`config.mk`:
```
export PLATFORM = sky130hd
export DESIGN_NAME = g_reg_scoreboard_flat
export DESIGN_NICKNAME = d
export VERILOG_FILES = /design/src/rtl/g_reg_scoreboard_if.sv /design/src/rtl/g_reg_scoreboard.sv /design/src/flat_wrapper.sv
export SDC_FILE = /design/constraint.sdc
export NUM_CORES = 2
export LEC_CHECK = 0
export CAP_MARGIN = 5
export CORE_MARGIN = 2
export CORE_UTILIZATION = 35
export CTS_BUF_LIST = sky130_fd_sc_hd__clkbuf_4 sky130_fd_sc_hd__clkbuf_8
export CTS_CLUSTER_SIZE = 24
export DETAILED_ROUTE_END_ITERATION = 12
export GPL_TIMING_DRIVEN = 0
export MAX_ROUTING_LAYER = met4
export SYNTH_ARGS = -nofsm -noshare
export SYNTH_HDL_FRONTEND = slang
export SYNTH_SLANG_ARGS = --single-unit
```
`constraint.sdc`:
```
create_clock -name clk -period 3.3 [get_ports clk]
set_input_delay 0.33 -clock clk [delete_from_list [all_inputs] [get_ports clk]]
set_output_delay 0.33 -clock clk [all_outputs]
set_load 0.05 [all_outputs]
```
`src/rtl/g_reg_scoreboard_if.sv`:
```
// Decode/write-back bus of the register scoreboard. The master side belongs to the pipeline.
// The slave side belongs to the register file.
interface g_reg_scoreboard_if #(
    parameter int XLEN = 32,
    parameter int NREG = 16,
    parameter int W_RD = 4
);
    logic [W_RD-1:0] r0_i;
    logic [W_RD-1:0] r1_i;
    logic            r0_v_i;
    logic            r1_v_i;
    logic [XLEN-1:0] r_opr0_o;
    logic [XLEN-1:0] r_opr1_o;
    logic            reserved_o;
    logic            w_reserve_i;
    logic [W_RD-1:0] w_rd_i;
    logic            reserve_full_o;
    logic            wb0_i;
    logic [W_RD-1:0] wb0_r_i;
    logic [XLEN-1:0] wb0_data_i;
    logic            wb1_i;
    logic [W_RD-1:0] wb1_r_i;
    logic [XLEN-1:0] wb1_data_i;
    logic            flush_i;
    logic [NREG-1:0] busy_o;

    modport master (
        output r0_i, r1_i, r0_v_i, r1_v_i, w_reserve_i, w_rd_i,
               wb0_i, wb0_r_i, wb0_data_i, wb1_i, wb1_r_i, wb1_data_i, flush_i,
        input  r_opr0_o, r_opr1_o, reserved_o, reserve_full_o, busy_o
    );

    modport slave (
        input  r0_i, r1_i, r0_v_i, r1_v_i, w_reserve_i, w_rd_i,
               wb0_i, wb0_r_i, wb0_data_i, wb1_i, wb1_r_i, wb1_data_i, flush_i,
        output r_opr0_o, r_opr1_o, reserved_o, reserve_full_o, busy_o
    );
endinterface

```
`src/rtl/g_reg_scoreboard.sv`:
```
// Register file with a saturating pending-write counter per register.
// It also provides same-cycle write-back bypass, flush, and an optional hard-wired zero register.
module g_reg_scoreboard #(
    parameter int XLEN     = 32,
    parameter int NREG     = 16,
    parameter int W_RD     = 4,
    parameter int CNT_W    = 2,
    parameter int ZERO_REG = 0
) (
    input logic               clk,
    input logic               reset,
    g_reg_scoreboard_if.slave bus
);
    localparam int CW = CNT_W + 2;
    localparam logic [CNT_W-1:0] CNT_MAX = '1;

    logic [XLEN-1:0]  regs_q [NREG];
    logic [XLEN-1:0]  regs_d [NREG];
    logic [CNT_W-1:0] cnt_q  [NREG];
    logic [CNT_W-1:0] cnt_d  [NREG];
    logic             reserveFull;

    function automatic logic isZero(input logic [W_RD-1:0] r);
        return (ZERO_REG != 0) && (r == '0);
    endfunction

    function automatic logic [1:0] wbHits(input logic [W_RD-1:0] r);
        return {1'b0, bus.wb0_i && (bus.wb0_r_i == r)} + {1'b0, bus.wb1_i && (bus.wb1_r_i == r)};
    endfunction

    // Bypass: write-back port 1 has priority over port 0, and port 0 has priority over the array.
    function automatic logic [XLEN-1:0] readData(input logic [W_RD-1:0] r);
        if (isZero(r))                        return '0;
        else if (bus.wb1_i && bus.wb1_r_i == r) return bus.wb1_data_i;
        else if (bus.wb0_i && bus.wb0_r_i == r) return bus.wb0_data_i;
        else                                    return regs_q[r];
    endfunction

    // A source stalls only while its pending count exceeds the write-backs landing this cycle.
    function automatic logic pending(input logic [W_RD-1:0] r, input logic v);
        return v && (CW'(cnt_q[r]) > CW'(wbHits(r)));
    endfunction

    always_comb begin
        bus.r_opr0_o   = readData(bus.r0_i);
        bus.r_opr1_o   = readData(bus.r1_i);
        bus.reserved_o = pending(bus.r0_i, bus.r0_v_i) | pending(bus.r1_i, bus.r1_v_i);
        reserveFull    = bus.w_reserve_i && (cnt_q[bus.w_rd_i] == CNT_MAX);
        bus.reserve_full_o = reserveFull;
        bus.busy_o     = '0;
        for (int n = 0; n < NREG; n++) begin
            bus.busy_o[n] = |cnt_q[n];
        end
    end

    always_comb begin
        regs_d = regs_q;
        if (bus.wb0_i && !isZero(bus.wb0_r_i)) regs_d[bus.wb0_r_i] = bus.wb0_data_i;
        if (bus.wb1_i && !isZero(bus.wb1_r_i)) regs_d[bus.wb1_r_i] = bus.wb1_data_i;
    end

    // The net count is applied, and surplus write-backs clamp the count at zero.
    always_comb begin
        logic          inc;
        logic [CW-1:0] sum;
        logic [CW-1:0] dec;
        for (int n = 0; n < NREG; n++) begin
            inc = bus.w_reserve_i && (bus.w_rd_i == W_RD'(n)) && !reserveFull
                  && !bus.flush_i && !isZero(W_RD'(n));
            sum = CW'(cnt_q[n]) + CW'(inc);
            dec = CW'(wbHits(W_RD'(n)));
            if (bus.flush_i || dec >= sum) cnt_d[n] = '0;
            else                           cnt_d[n] = CNT_W'(sum - dec);
        end
    end

    always_ff @(posedge clk) begin
        if (reset) begin
            for (int n = 0; n < NREG; n++) begin
                regs_q[n] <= '0;
                cnt_q[n]  <= '0;
            end
        end else begin
            regs_q <= regs_d;
            cnt_q  <= cnt_d;
        end
    end
endmodule
```
`src/flat_wrapper.sv`:
```
// flat-port wrapper written by rule: the top's interface ports become plain ports
module g_reg_scoreboard_flat 
#(
    parameter int XLEN     = 32,
    parameter int NREG     = 16,
    parameter int W_RD     = 4,
    parameter int CNT_W    = 2,
    parameter int ZERO_REG = 0
)
  (clk, reset, bus_r0_i, bus_r1_i, bus_r0_v_i, bus_r1_v_i, bus_w_reserve_i, bus_w_rd_i, bus_wb0_i, bus_wb0_r_i, bus_wb0_data_i, bus_wb1_i, bus_wb1_r_i, bus_wb1_data_i, bus_flush_i, bus_r_opr0_o, bus_r_opr1_o, bus_reserved_o, bus_reserve_full_o, bus_busy_o);
  g_reg_scoreboard_if #(.XLEN(XLEN), .NREG(NREG), .W_RD(W_RD)) bus_i ();
  input logic clk;
  input logic reset;
  input wire logic [$bits(bus_i.r0_i)-1:0] bus_r0_i;
  input wire logic [$bits(bus_i.r1_i)-1:0] bus_r1_i;
  input wire logic [$bits(bus_i.r0_v_i)-1:0] bus_r0_v_i;
  input wire logic [$bits(bus_i.r1_v_i)-1:0] bus_r1_v_i;
  input wire logic [$bits(bus_i.w_reserve_i)-1:0] bus_w_reserve_i;
  input wire logic [$bits(bus_i.w_rd_i)-1:0] bus_w_rd_i;
  input wire logic [$bits(bus_i.wb0_i)-1:0] bus_wb0_i;
  input wire logic [$bits(bus_i.wb0_r_i)-1:0] bus_wb0_r_i;
  input wire logic [$bits(bus_i.wb0_data_i)-1:0] bus_wb0_data_i;
  input wire logic [$bits(bus_i.wb1_i)-1:0] bus_wb1_i;
  input wire logic [$bits(bus_i.wb1_r_i)-1:0] bus_wb1_r_i;
  input wire logic [$bits(bus_i.wb1_data_i)-1:0] bus_wb1_data_i;
  input wire logic [$bits(bus_i.flush_i)-1:0] bus_flush_i;
  output wire logic [$bits(bus_i.r_opr0_o)-1:0] bus_r_opr0_o;
  output wire logic [$bits(bus_i.r_opr1_o)-1:0] bus_r_opr1_o;
  output wire logic [$bits(bus_i.reserved_o)-1:0] bus_reserved_o;
  output wire logic [$bits(bus_i.reserve_full_o)-1:0] bus_reserve_full_o;
  output wire logic [$bits(bus_i.busy_o)-1:0] bus_busy_o;
  assign bus_i.r0_i = bus_r0_i;
  assign bus_i.r1_i = bus_r1_i;
  assign bus_i.r0_v_i = bus_r0_v_i;
  assign bus_i.r1_v_i = bus_r1_v_i;
  assign bus_i.w_reserve_i = bus_w_reserve_i;
  assign bus_i.w_rd_i = bus_w_rd_i;
  assign bus_i.wb0_i = bus_wb0_i;
  assign bus_i.wb0_r_i = bus_wb0_r_i;
  assign bus_i.wb0_data_i = bus_wb0_data_i;
  assign bus_i.wb1_i = bus_wb1_i;
  assign bus_i.wb1_r_i = bus_wb1_r_i;
  assign bus_i.wb1_data_i = bus_wb1_data_i;
  assign bus_i.flush_i = bus_flush_i;
  assign bus_r_opr0_o = bus_i.r_opr0_o;
  assign bus_r_opr1_o = bus_i.r_opr1_o;
  assign bus_reserved_o = bus_i.reserved_o;
  assign bus_reserve_full_o = bus_i.reserve_full_o;
  assign bus_busy_o = bus_i.busy_o;
  g_reg_scoreboard #(.XLEN(XLEN), .NREG(NREG), .W_RD(W_RD), .CNT_W(CNT_W), .ZERO_REG(ZERO_REG)) u_core (.clk(clk), .reset(reset), .bus(bus_i));
endmodule
```
==> flow_summary.ini <==
[outcome]
status = finished with violations
violations = capacitance limit, slew limit, setup timing

[detailed_routing]
vias = 37534
routedWlPerCell_um = 35.3
drt_first_pass_iters = 11
via_per_inst = 6.78
drc = 0
wl_um = 196000
drtIter0Drc = 6915
antenna_left = 0

[die]
num_rows = 117
die_w_um = 325
ioPinCount = 174
coreArea_mm2 = 0.102
dieArea_mm2 = 0.106
die-height_um = 325
initial_core_util_pct = 35.4

[power_and_ir_drop]
worst_ir_drop_vdd_v = 0.000294
finalPower_mw = 17.5
power_density_mw_per_mm2 = 424
power.leakage_nw = 14.5

[synthesis]
seq_area_frac_synth_pct = 30.2
synth_top_area_share_pct = 30.2
synth.most_common_cell = nor2_1
syn-cell-area_mm2 = 0.0361
synthCells = 3868
ys_ff_latch = 544
synth_edf_count = 0
synth_cell_type_count = 50
synthTopCellsByArea = dfxtp_1 30%, mux4_2 16%, mux2i_1 12%
async_flop_share_pct = 0
synth_fp_nets = 4062
synth_flop_cell = dfxtp_1
yosys.area.top_type = dfxtp_1
synth_area_per_cell_um2 = 9.33
ys_top_cells_by_count = 562 x nor2_1, 544 x dfxtp_1, 438 x mux2i_1
yosys_warnings = 0

[critical_path]
crit_chain = buf_2, buf_2, clkdlybuf4s15_2, mux4_2, ha_1, nand2_1, nand2_1, o22ai_2, buf_4
worstPathArrival_ns = 3.11
cp_max_fo = 10
cp-end-kind = output pin
max_stage_delay_ns = 0.63
cp.required_ns = 2.97
crit_path_start_kind = input pin
cpMaxStageDelayCell = clkdlybuf4s15_2
critPathKind = input pin to output pin

[cells_and_area]
multi_input_area_mm2 = 0.0227
seq_area_mm2 = 0.0109
instances_no_fill = 5540
fillers = 10142
layout-drive-gt1-share_pct = 18.8
areaGrowthSynthToFinish_pct = 14.5
nNetsFinal = 4268

[cts]
clock_latency_ns = 0.80
cts_htree_levels = 3
cts_tree = yes
cts_buffer_depth = 3
clockRootBuffer = clkbuf_8
clock-sinks = 544
cts_buffers = 99
clk_pin_slew_worst_paths_ns = 0.06

[sta]
finalHoldViolCount = 0
whs_ns = 0.0140
tightest_slew_ns = 1.57
rsz0062_at_grt = true
min_period_over_period_pct = 104
finalCriticalPeriod_ns = 3.44
setup_violations = 18
max_freq_ghz = 0.290
clock_skew_ns = 0.0420
maxSlewViolCount = 22
slew_headroom_pct = -4.85
finalWorstSetupSlack_ns = -0.145

[global_route]
grt_pass1_vias = 35184
gr-total-overflow = 0
grt_pass1_wl_um = 268000
grtUsageTotal_pct = 36.5
antenna_found_initial = 15
grt_max_degree = 16

[run]
max-cap-violations = 2

[placed_design]
dp.cells = 5334
pre_cts_ws_ns = -1.78
dp.final_hpwl_um = 131000
gp_congestion = 1.04
io_buffer_count = 98

[min_path]
hold_path.class = input pin to flop
## critical path, delay by kind of cell
kind	cells	cell delay (ns)
AND/OR/NAND/NOR	2	0.13
buffers and inverters	4	1.63
AO/OA/AOI/OAI	1	0.11
multiplexers	1	0.58
adder cells (fa/ha/maj)	1	0.32
## flip-flops by register name, summed over array words and instances, names as in the netlist
| register | cells |
|---|---|
| u_core.regs_q | 512 |
| u_core.cnt_q | 32 |
## per-layer routing
layer,vias to the layer above,GRT usage (%),part of all wire [%]
met4,0,21.8,7.1
met1,18209,44.8,37
met2,3602,49.0,40
met3,903,15.6,16
met5,-,-,0
li1,14820,-,-
## where the power goes
group | total [mW] | switching, mW | internal [mW] | leakage, nW
registers | 6.95 | 0.174 | 6.77 | 4.41
clock network | 7.38 | 3.38 | 4.00 | 1.16
logic | 3.18 | 2.20 | 0.987 | 8.89
total | 17.5 | 5.75 | 11.8 | 14.5
## placed cells by master (no fill, tap or decap), types with 17 or more instances in the layout
cell	netlist	routed
ha_1	102	102
buf_2	84	85
clkbuf_8	0	124
buf_1	69	62
mux4_2	257	257
a221oi_1	26	26
or2_2	18	18
dfxtp_1	544	544
a21oi_1	24	24
nor2b_1	38	37
nand4_1	27	27
o21ai_0	43	43
a211oi_1	384	384
clkbuf_2	0	37
nor3_1	23	23
a311oi_1	160	160
mux2i_1	438	438
clkbuf_4	0	55
buf_4	25	49
nand2b_1	19	18
mux2_2	27	27
inv_1	99	95
nor2_1	562	561
a221o_1	32	30
a2111oi_0	32	22
clkbuf_1	308	265
clkdlybuf4s50_1	0	26
clkdlybuf4s15_2	0	28
xor2_1	17	17
o221a_2	32	32
diode_2	0	19
nand2_1	376	374
## final cells by class
cell class / count / share of cell area (%)
Timing Repair Buffer: 110 / 2.39
Multi-Input combinational cell: 2724 / 54.9
Antenna cell: 19 / 0.115
Tap cell: 1368 / 4.14
Sequential cell: 544 / 26.4
Clock buffer: 166 / 4.88
Clock inverter: 14 / 0.379
Buffer: 493 / 5.86
Inverter: 102 / 0.954
## cells by family (layout without fill, tap and decap cells)
| group | after synthesis | in the layout | synth area share (%) |
|---|---|---|---|
| other | 0 | 19 | 0 |
| muxes | 722 | 722 | 29.0 |
| AOI/OAI and AO/OA | 761 | 761 | 16.6 |
| DFF | 544 | 544 | 30.2 |
| adders and majority gates | 102 | 102 | 3.54 |
| and+or+nand+nor | 1117 | 1117 | 12.8 |
| buffers and inverters | 600 | 885 | 7.25 |
| xor gates and xnor gates | 22 | 22 | 0.534 |
## per-stage QoR
step           utilization [%]  instance area (µm²)  setup TNS (ns)
6_report                  40.5                41300          -0.650
5_1_grt                   40.5                41300          -0.188
4_1_cts                   40.3                41200          -0.809
3_5_place_dp              38.0                38800         -105.50
3_3_place_gp              38.0                38800         -107.32
2_1_floorplan                -                36100               0
## path summary, 6_finish.rpt
check                           cells past startpoint          startpoint  slack [ns]                 end
worst min-delay path                                3   bus_wb1_data_i[5]        0.01  u_core.regs_q[485]
worst min register to register                      2  u_core.regs_q[485]        0.50  u_core.regs_q[485]
worst max register to register                     11     u_core.cnt_q[0]        0.42     u_core.cnt_q[3]
worst max-delay path                                9         bus_r0_i[2]       -0.14      bus_reserved_o
## repair_timing
| action | CTS | global route |
|---|---|---|
| hold buffers | 2 | 0 |
| cloned | 0 | 0 |
| endpoints found under the hold margin | 3 | 0 |
| pin swaps | 2 | 4 |
| resized for setup | 318 | 97 |
| endpoints found under the setup margin | 74 | 82 |
| buffers inserted | 8 | 1 |
Power figures use the tool's default switching activity.
